$ cat src/rtl/paddle_control_pkg.sv
// Shared constants and types for the paddle position path.
// Contents: screen geometry (SCREEN_HEIGHT, PADDLE_HEIGHT, Y_MAX, Y_CENTER),
//           position width, paddle direction enum and its decoder.
package pong_pkg;

  localparam int unsigned SCREEN_HEIGHT = 480;
  localparam int unsigned PADDLE_HEIGHT = 50;
  localparam int unsigned Y_MAX         = SCREEN_HEIGHT - PADDLE_HEIGHT;
  localparam int unsigned Y_CENTER      = Y_MAX / 2;
  localparam int unsigned POS_W         = 10;

  typedef enum logic [1:0] {
    HOLD = 2'd0,
    UP   = 2'd1,
    DOWN = 2'd2
  } dir_t;

  // Both buttons pressed cancels out and never moves the paddle.
  function automatic dir_t decode_dir(input logic up, input logic down);
    dir_t d;
    d = HOLD;
    if (up && !down) d = UP;
    else if (down && !up) d = DOWN;
    return d;
  endfunction

endpackage

$ cat src/rtl/paddle_control_if.sv
// Frame tick, raw player buttons and the paddle positions handed to the renderer.
// Modports: master drives the frame tick and buttons and observes positions;
//           slave (paddle_control) consumes the inputs and drives positions.
interface paddle_control_if;
  import pong_pkg::*;

  logic             i_frame_tick;
  logic             i_p1_up;
  logic             i_p1_down;
  logic             i_p2_up;
  logic             i_p2_down;
  logic [POS_W-1:0] o_y_paddle1_pos;
  logic [POS_W-1:0] o_y_paddle2_pos;

  modport master (
    output i_frame_tick, i_p1_up, i_p1_down, i_p2_up, i_p2_down,
    input  o_y_paddle1_pos, o_y_paddle2_pos
  );

  modport slave (
    input  i_frame_tick, i_p1_up, i_p1_down, i_p2_up, i_p2_down,
    output o_y_paddle1_pos, o_y_paddle2_pos
  );
endinterface

$ cat src/rtl/paddle_axis.sv
// One player's paddle: button synchronisers and debouncers, direction decode,
// optional per-frame step acceleration (PADDLE_ACCEL_EN) and clamped Y position.
// Ports: clk, rst_n (synchronous, active-low), frame_tick, btn_up/btn_down
//        (raw async), pos (registered top-edge Y).
module paddle_axis
  import pong_pkg::*;
#(
  parameter int unsigned debounce_cycles = 250000,
  parameter int unsigned paddle_speed    = 4,
  parameter int unsigned max_speed       = 12,
  parameter int unsigned y_max           = Y_MAX,
  parameter int unsigned y_center        = Y_CENTER
) (
  input  logic             clk,
  input  logic             rst_n,
  input  logic             frame_tick,
  input  logic             btn_up,
  input  logic             btn_down,
  output logic [POS_W-1:0] pos
);

  localparam int unsigned CNT_W    = $clog2(debounce_cycles + 1);
  localparam int unsigned CNT_LAST = debounce_cycles - 1;
  localparam int unsigned ARITH_W  = POS_W + 1;

  if (max_speed < paddle_speed) begin : g_bad_speed
    $error("max_speed must not be below paddle_speed");
  end

  // Index 0 = up button, index 1 = down button.
  logic [1:0]       raw_c;
  logic [1:0]       sync1;
  logic [1:0]       sync2;
  logic [1:0]       deb;
  logic [CNT_W-1:0] cnt [2];

  assign raw_c = {btn_down, btn_up};

  // Level is accepted only after differing from the debounced value for debounce_cycles clocks.
  always_ff @(posedge clk) begin
    if (!rst_n) begin
      sync1  <= '0;
      sync2  <= '0;
      deb    <= '0;
      cnt[0] <= '0;
      cnt[1] <= '0;
    end else begin
      sync1 <= raw_c;
      sync2 <= sync1;
      for (int i = 0; i < 2; i++) begin
        if (sync2[i] == deb[i]) begin
          cnt[i] <= '0;
        end else if (cnt[i] == CNT_W'(CNT_LAST)) begin
          deb[i] <= sync2[i];
          cnt[i] <= '0;
        end else begin
          cnt[i] <= cnt[i] + CNT_W'(1);
        end
      end
    end
  end

  dir_t               dir_c;
  logic [ARITH_W-1:0] step_c;

  assign dir_c = decode_dir(deb[0], deb[1]);

`ifdef PADDLE_ACCEL_EN
  logic [ARITH_W-1:0] step_q;
  dir_t               last_dir_q;

  // A fresh or changed direction restarts from the base step on this very tick.
  always_comb begin
    step_c = ARITH_W'(paddle_speed);
    if (dir_c == last_dir_q) step_c = step_q;
  end

  // Step for the next tick grows by one while the direction persists.
  always_ff @(posedge clk) begin
    if (!rst_n) begin
      step_q     <= ARITH_W'(paddle_speed);
      last_dir_q <= HOLD;
    end else if (frame_tick) begin
      last_dir_q <= dir_c;
      if (dir_c == HOLD) step_q <= ARITH_W'(paddle_speed);
      else if (step_c >= ARITH_W'(max_speed)) step_q <= ARITH_W'(max_speed);
      else step_q <= step_c + ARITH_W'(1);
    end
  end
`else
  assign step_c = ARITH_W'(paddle_speed);
`endif

  logic [ARITH_W-1:0] pos_ext_c;
  logic [ARITH_W-1:0] pos_sum_c;
  logic [POS_W-1:0]   pos_next_c;

  // Clamped move, computed one bit wider so pos+step cannot wrap.
  always_comb begin
    pos_ext_c  = {1'b0, pos};
    pos_sum_c  = pos_ext_c + step_c;
    pos_next_c = pos;
    case (dir_c)
      UP:      pos_next_c = (pos_ext_c < step_c) ? '0 : POS_W'(pos_ext_c - step_c);
      DOWN:    pos_next_c = (pos_sum_c > ARITH_W'(y_max)) ? POS_W'(y_max) : POS_W'(pos_sum_c);
      default: pos_next_c = pos;
    endcase
  end

  always_ff @(posedge clk) begin
    if (!rst_n) pos <= POS_W'(y_center);
    else if (frame_tick) pos <= pos_next_c;
  end

endmodule

$ cat src/rtl/paddle_control.sv
// Per-frame paddle position generator for both players, feeding the paddle renderer.
// Positions only change on the edge after i_frame_tick, never mid-frame.
// Ports: i_clk, i_rst_n (synchronous, active-low), bus (paddle_control_if.slave:
//        frame tick, four raw buttons, two registered 10-bit Y positions).
// Build option: define PADDLE_ACCEL_EN for per-player step acceleration.
module paddle_control
  import pong_pkg::*;
#(
  parameter int unsigned paddle_height   = PADDLE_HEIGHT,
  parameter int unsigned screen_height   = SCREEN_HEIGHT,
  parameter int unsigned paddle_speed    = 4,
  parameter int unsigned max_speed       = 12,
  parameter int unsigned debounce_cycles = 250000
) (
  input logic              i_clk,
  input logic              i_rst_n,
  paddle_control_if.slave  bus
);

  localparam int unsigned Y_MAX_P    = screen_height - paddle_height;
  localparam int unsigned Y_CENTER_P = Y_MAX_P / 2;

  paddle_axis #(
    .debounce_cycles (debounce_cycles),
    .paddle_speed    (paddle_speed),
    .max_speed       (max_speed),
    .y_max           (Y_MAX_P),
    .y_center        (Y_CENTER_P)
  ) u_p1 (
    .clk        (i_clk),
    .rst_n      (i_rst_n),
    .frame_tick (bus.i_frame_tick),
    .btn_up     (bus.i_p1_up),
    .btn_down   (bus.i_p1_down),
    .pos        (bus.o_y_paddle1_pos)
  );

  paddle_axis #(
    .debounce_cycles (debounce_cycles),
    .paddle_speed    (paddle_speed),
    .max_speed       (max_speed),
    .y_max           (Y_MAX_P),
    .y_center        (Y_CENTER_P)
  ) u_p2 (
    .clk        (i_clk),
    .rst_n      (i_rst_n),
    .frame_tick (bus.i_frame_tick),
    .btn_up     (bus.i_p2_up),
    .btn_down   (bus.i_p2_down),
    .pos        (bus.o_y_paddle2_pos)
  );

endmodule

$ cat src/flat_wrapper.sv
// flat-port wrapper written by rule: the top's interface ports become plain ports
module paddle_control_flat import pong_pkg::*;
#(
  parameter int unsigned paddle_height   = PADDLE_HEIGHT,
  parameter int unsigned screen_height   = SCREEN_HEIGHT,
  parameter int unsigned paddle_speed    = 4,
  parameter int unsigned max_speed       = 12,
  parameter int unsigned debounce_cycles = 250000
)
  (i_clk, i_rst_n, bus_i_frame_tick, bus_i_p1_up, bus_i_p1_down, bus_i_p2_up, bus_i_p2_down, bus_o_y_paddle1_pos, bus_o_y_paddle2_pos);
  paddle_control_if bus_i ();
  input logic i_clk;
  input logic i_rst_n;
  input wire logic [$bits(bus_i.i_frame_tick)-1:0] bus_i_frame_tick;
  input wire logic [$bits(bus_i.i_p1_up)-1:0] bus_i_p1_up;
  input wire logic [$bits(bus_i.i_p1_down)-1:0] bus_i_p1_down;
  input wire logic [$bits(bus_i.i_p2_up)-1:0] bus_i_p2_up;
  input wire logic [$bits(bus_i.i_p2_down)-1:0] bus_i_p2_down;
  output wire logic [$bits(bus_i.o_y_paddle1_pos)-1:0] bus_o_y_paddle1_pos;
  output wire logic [$bits(bus_i.o_y_paddle2_pos)-1:0] bus_o_y_paddle2_pos;
  assign bus_i.i_frame_tick = bus_i_frame_tick;
  assign bus_i.i_p1_up = bus_i_p1_up;
  assign bus_i.i_p1_down = bus_i_p1_down;
  assign bus_i.i_p2_up = bus_i_p2_up;
  assign bus_i.i_p2_down = bus_i_p2_down;
  assign bus_o_y_paddle1_pos = bus_i.o_y_paddle1_pos;
  assign bus_o_y_paddle2_pos = bus_i.o_y_paddle2_pos;
  paddle_control #(.paddle_height(paddle_height), .screen_height(screen_height), .paddle_speed(paddle_speed), .max_speed(max_speed), .debounce_cycles(debounce_cycles)) u_core (.i_clk(i_clk), .i_rst_n(i_rst_n), .bus(bus_i));
endmodule
$ cat config.mk
export PLATFORM = sky130hd
export DESIGN_NAME = paddle_control_flat
export DESIGN_NICKNAME = d
export VERILOG_FILES = /design/src/rtl/paddle_control_pkg.sv /design/src/rtl/paddle_control_if.sv /design/src/rtl/paddle_axis.sv /design/src/rtl/paddle_control.sv /design/src/flat_wrapper.sv
export SDC_FILE = /design/constraint.sdc
export NUM_CORES = 1
export LEC_CHECK = 0
export CORE_ASPECT_RATIO = 0.75
export CORE_UTILIZATION = 28
export DETAILED_ROUTE_END_ITERATION = 8
export PLACE_DENSITY = 0.43
export RECOVER_POWER = 100
export SLEW_MARGIN = 20
export SYNTH_ARGS = -nofsm -noshare
export SYNTH_HDL_FRONTEND = slang
export SYNTH_SLANG_ARGS = --single-unit
$ cat constraint.sdc
create_clock -name i_clk -period 6.4 [get_ports i_clk]
set_input_delay 1.28 -clock i_clk [delete_from_list [all_inputs] [get_ports i_clk]]
set_output_delay 1.28 -clock i_clk [all_outputs]
set_load 0.05 [all_outputs]
* Yosys cells after proc, flatten, opt, wreduce, memory -nomap -nowiden
Memory sizes are Yosys's and may differ from the RTL's.
Index checks and enable logic that the tools add are counted.
** Word-level totals
- Register bits :: 32
- Bits in latches :: 0
- Bits in writable memories :: 72
- Bits in read-only memories :: 0
- Input port bits :: 7
- Output and inout port bits :: 20
- Word-level logic and storage cells :: 135
- Memories kept :: 2
** Memories
- u_core.u_p1.cnt :: words 2, width 18, read ports 2, clocked after Yosys merged registers in 0, wr ports 2, RTL line paddle_axis.sv:35 : logic [CNT_W-1:0] cnt [2];
- u_core.u_p2.cnt :: words 2, width 18, read ports 2, clocked after Yosys merged registers in 0, wr ports 2, RTL line paddle_axis.sv:35
** Cells by class
- $add $sub $neg :: 8
- Multiply operators :: 0
- Div/mod/pow operators :: 0
- Magnitude comparators :: 4
- Eq/ne operators :: 12
- Shift-type cells :: 0
- Muxes and demuxes :: 67
- Bitwise logic cells :: 16
- Reduce and logical (&&, ||, !) cells :: 16
** Operator list (count)
- 18-bit two-way mux :: 12
- 18-bit by 1-bit adder with 18-bit output, second input constant :: 4
- 18-bit equality test, second input constant :: 4
- 1-bit two-way mux :: 45
- 10-bit two-way mux :: 4
- 10-bit one-hot mux with 2 select lines :: 2
- 10-bit by 3-bit adder with 11-bit output, second input constant :: 2
- 11-bit by 9-bit greater-than comparator with 1-bit output, second input constant :: 2
- 10-bit by 3-bit less-than comparator with 1-bit output, second input constant :: 2
- 10-bit by 3-bit subtractor with 10-bit output, second input constant :: 2
- 1-bit OR :: 12
- 2-bit AND reduction :: 6
- 2-bit two-way mux :: 4
- 1-bit equality test :: 4
- 2-bit by 1-bit equality test with 1-bit output, second input constant :: 2
- 2-bit equality test, second input constant :: 2
- 1-bit logical AND :: 4
- 1-bit zero test :: 4
- 1-bit inverter :: 4
- 2-bit nonzero test :: 2

* Depth between registers and ports, before layout
An unclocked memory read counts as a cell.
- Depth in word-level cells :: 8
- Gate-level depth with buffers :: 10

* Modules after synthesis
From an unflattened synthesis, not the netlist that was laid out.
** Second synthesis, totals
- Cell total of the unflattened synthesis :: 632
- Area total of the unflattened synthesis :: 6093.3 um2
** By module, submodules not included
- paddle_axis :: instances 2, cells each 316, area each 3046.7 um2, sequential area each 1401.3 um2

* Worst setup path after synthesis
Ideal clock, no wire load.
- Path type :: reg2reg
- From :: register u_core.u_p1.pos[3]
- To :: register u_core.u_p1.pos[6]
- Library setup time :: 0.074 ns
- Data arrival time :: 2.451 ns
- Data required time :: 6.326 ns
- Path slack :: 3.874 ns
- Cell stages (with the launch flop) :: 11
- Buffers on the path :: 1
- Cells stage by stage :: dfxtp_1 > clkbuf_1 > inv_1 > ha_1 > and2_1 > o21a_1 > o21a_1 > o22ai_1 > o21ai_2 > o31a_1 > a31oi_1
** On the way
- Cells in the longest elaborated chain, start to end :: 4
** RTL lines
- start, declared :: RTL line paddle_axis.sv:19 : output logic [POS_W-1:0] pos
- start signal, assigned :: RTL line paddle_axis.sv:111 : if (!rst_n) pos <= POS_W'(y_center);
- start signal, assigned :: RTL line paddle_axis.sv:112 : else if (frame_tick) pos <= pos_next_c;
- 10-bit by 3-bit adder with 11-bit output :: RTL line paddle_axis.sv:101 : pos_sum_c = pos_ext_c + step_c;
- 11-bit by 9-bit greater-than comparator with 1-bit output :: RTL line paddle_axis.sv:105 : DOWN: pos_next_c = (pos_sum_c > ARITH_W'(y_max)) ? POS_W'(y_max) : POS_W'(pos_sum_c);
- 10-bit two-way mux :: RTL line paddle_axis.sv:105
- 10-bit one-hot mux with 2 select lines * :: RTL line paddle_axis.sv:103 : case (dir_c)
Every way passes the cells marked *; elsewhere a longest branch is shown, timed or not.
A chain may end at the register's enable or synchronous reset.

==> metrics <==
first-pass GRT wire length=22.4 mm; core area=21200 um2; clk sink count=104; Initial Utilization=28.6%; crit end category=flip-flop; total net switching power=336 uW; routed vias=4721; Post-CTS Resized=0; combinational cell fraction of total power=4.0%; Post-layout nets=748; total track usage=12.7%; Initial DRC Count=302; total die area=22200 um2; Post-Route WL=13.3 mm; Setup Skew=0.0123 ns; grt total ovfl=0; status=completed; average footprint of a synthesized cell=9.26 um2; worst path required time=6.60 ns; Worst setup SP type=input pin; # IOs=27; Tcrit/Tclk final=58.5%; HPWL after DPL=9.32 mm; Mapped Area=6060 um2; P per Cell Area=195 nW/um2; Routability Congestion=0.777; Async S/R FF share, synth=0%; clock power share=40.4%; delay-heaviest family, CP=buffers and inverters; maximum buffer depth of the clock tree=2; largest family of logic cells by synthesized area=simple AND/OR/NAND/NOR gates; clk root buf=clkbuf_16; Slew headroom=26.6%; Fin Setup TNS=0 ns; clock-pin slew on the worst setup and hold paths=0.07 ns; DRC viols=0; P&R area growth vs syn=16.5%; CP max FO=25; worst vdd ir=0.133 mV; P_int=1040 uW; Chip Width=172 um; Net Sw Frac=24.4%; sequential share of the synthesized area=46.3%; CTS tree=done; Final ANT Viol Nets=0; final number of hold-violating endpoints=0; chip height=129 um; crit path time final=3.74 ns; n_diodes=0; wire per inst=13.1 um; worst-skew pair later-pin latency=0.36 ns; Syn Inst Count=654; Leak Pwr=0.00237 uW; Port-buffer cells=26; main flop type after synthesis=edfxtp_1; Inserted Clock Buffers=9; Post-synth EDFFs=72; Critical Path, Cell by Cell=dlygate4sd3_1 > inv_1 > or3_1 > nor2_1; max-slew violation count=0; post-synthesis adder-cell area fraction=2.48%; vias in the first global route=4477; Worst-Margin Slew=1.09 ns; 1st-pass router iterations=4; Distinct cells, synth=68; # rows=46; slowest CP cell=dlygate4sd3_1; hold crit path type=flip-flop to flip-flop; layout cells sized above 1=3.13%; reg2reg setup slack=3.02 ns; crit-path max cell delay=1.12 ns; Fmax=267 MHz; CTS hold repair buffers=0; Via density=4.62; initial antenna violation count=0; unrepaired setup endpoints after global routing=no; Placed Cells incl. Taps=1006; CP Buf/Inv Count=2; largest net degree at the start of global routing=26; Seq cells post-synth=104; # Max-Cap Violations=0; Seq pwr share=55.5%; Layout Cells excl Fill=1022; Synth Area in Compound Gates=11.0%; critical path type=input pin to flip-flop; # setup viols final=0; post-CTS setup buffer count=0; Post-Synth XOR/XNOR Area=10.6%; warnings from Yosys=0; WP data arrival=3.94 ns; Synth Area in Simple Gates=25.0%; mux cell area share after synthesis=1.01%; H-tree levels=3
worst paths after layout:
path / start / endpoint / depth (start not counted)
worst max-delay path: i_rst_n / u_core.u_p1.cnt[1][9]$_SDFFCE_PN0P_ / 4
worst min-delay path: u_core.u_p2.sync1[1]$_SDFF_PN0_ / u_core.u_p2.sync2[1]$_SDFF_PN0_ / 1
worst max register to register: u_core.u_p2.pos[2]$_SDFFE_PN1P_ / u_core.u_p2.pos[7]$_SDFFE_PN1P_ / 8
worst min register to register: u_core.u_p2.sync1[1]$_SDFF_PN0_ / u_core.u_p2.sync2[1]$_SDFF_PN0_ / 1
cell type report:
type,instances,area (um2)
Timing Repair Buffer,26,260
Clock buffer,9,225
Inverter,18,67.6
Tap cell,288,360
Multi-Input combinational cell,570,3270
Clock inverter,7,70.1
Sequential cell,104,2800
Fill cell,2266,14100
metal layers:
layer  track usage (%)  up-vias  wire (um)
met1              17.4     2219       6700
met2              19.6       71       5910
met4              3.70        0        210
met5                 0        -          0
met3              3.42       13        512
li1                  -     2418          -
per-stage QoR:
| step | instance area, um2 | utilization, % | hold WS (ns) | total power, uW | setup slack (ns) |
|---|---|---|---|---|---|
| 5_1_grt | 7060 | 33.3 | 0.460 | 1440 | 2.39 |
| 3_3_place_gp | 6800 | 32.1 | 0.423 | 834 | 2.42 |
| 6_report | 7060 | 33.3 | 0.446 | 1380 | 2.66 |
| 3_5_place_dp | 6800 | 32.1 | 0.419 | 835 | 2.30 |
| 2_1_floorplan | 6320 | - | 0.412 | 816 | 3.87 |
| 4_1_cts | 7090 | 33.5 | 0.447 | 1400 | 2.70 |
cells by family after synthesis:
kind of cell / Yosys count
simple gates: 304
flops: 104
compound gates: 103
xor+xnor: 73
buf+inv: 51
fa+ha+maj: 12
mux: 6
other cells: 1
sequential cells by signal, indices dropped and copies added (netlist names):
name,flops
u_core.u_p2.pos,10
u_core.u_p1.cnt,36
u_core.u_p2.cnt,36
u_core.u_p2.deb,2
u_core.u_p1.deb,2
u_core.u_p1.pos,10
u_core.u_p1.sync1,2
u_core.u_p2.sync2,2
u_core.u_p2.sync1,2
u_core.u_p1.sync2,2
layout by cell type, fill, tap and decap left out, types with 6 or more instances in the layout:
cell / synthesis / final
nor4_1: 9 / 10
edfxtp_1: 72 / 72
a31oi_1: 12 / 12
or3_1: 10 / 10
o31ai_1: 6 / 6
clkbuf_16: 0 / 9
nor2_1: 109 / 110
xnor2_1: 28 / 28
ha_1: 12 / 12
and3_1: 8 / 8
nand2_1: 47 / 47
nand3_1: 45 / 45
and2_1: 12 / 8
inv_1: 18 / 18
conb_1: 1 / 72
o21ai_0: 19 / 21
nor3_1: 14 / 14
a21oi_1: 28 / 28
xor2_1: 45 / 45
nand4_1: 14 / 14
dlygate4sd3_1: 0 / 22
dfxtp_1: 32 / 32
cells in the mapped netlist (2+ instances only):
| cell | number | area [um2] |
|---|---|---|
| edfxtp_1 | 72 | 2160 |
| mux2i_1 | 5 | 50.1 |
| a22oi_1 | 2 | 15.0 |
| nand3_1 | 45 | 225 |
| a21oi_1 | 28 | 140 |
| and3_1 | 8 | 50.1 |
| clkbuf_1 | 18 | 67.6 |
| nor4b_1 | 4 | 35.0 |
| or3_1 | 10 | 62.6 |
| o31a_1 | 2 | 17.5 |
| nor2b_1 | 5 | 31.3 |
| nand3b_1 | 5 | 37.5 |
| o21a_1 | 3 | 22.5 |
| and4_1 | 3 | 26.3 |
| dfxtp_1 | 32 | 641 |
| inv_1 | 18 | 67.6 |
| nor4_1 | 9 | 56.3 |
| a211oi_1 | 2 | 15.0 |
| nor3_1 | 14 | 70.1 |
| a31oi_1 | 12 | 75.1 |
| a32oi_1 | 2 | 17.5 |
| a211o_1 | 2 | 17.5 |
| nand4_1 | 14 | 87.6 |
| xnor2_1 | 28 | 245 |
| o31ai_1 | 6 | 45.0 |
| nand2_1 | 47 | 176 |
| xor2_1 | 45 | 394 |
| and2_1 | 12 | 75.1 |
| a21o_1 | 2 | 15.0 |
| o211ai_1 | 3 | 22.5 |
| o21ai_0 | 19 | 95.1 |
| o22ai_1 | 5 | 31.3 |
| o21bai_1 | 2 | 15.0 |
| nor2_1 | 109 | 409 |
| nand4b_1 | 3 | 26.3 |
| nand2b_1 | 4 | 25.0 |
| buf_2 | 12 | 60.1 |
| ha_1 | 12 | 150 |
power by group through the flow:
stage	Sequential, uW	Combinational (uW)	Clock, uW
2_1_floorplan	777	39.3	0
3_3_place_gp	779	55.0	0
3_5_place_dp	779	55.7	0
4_1_cts	764	56.1	585
5_1_grt	768	64.1	605
6_report	764	55.7	556
Note: power is estimated with default switching activity, not from simulation.
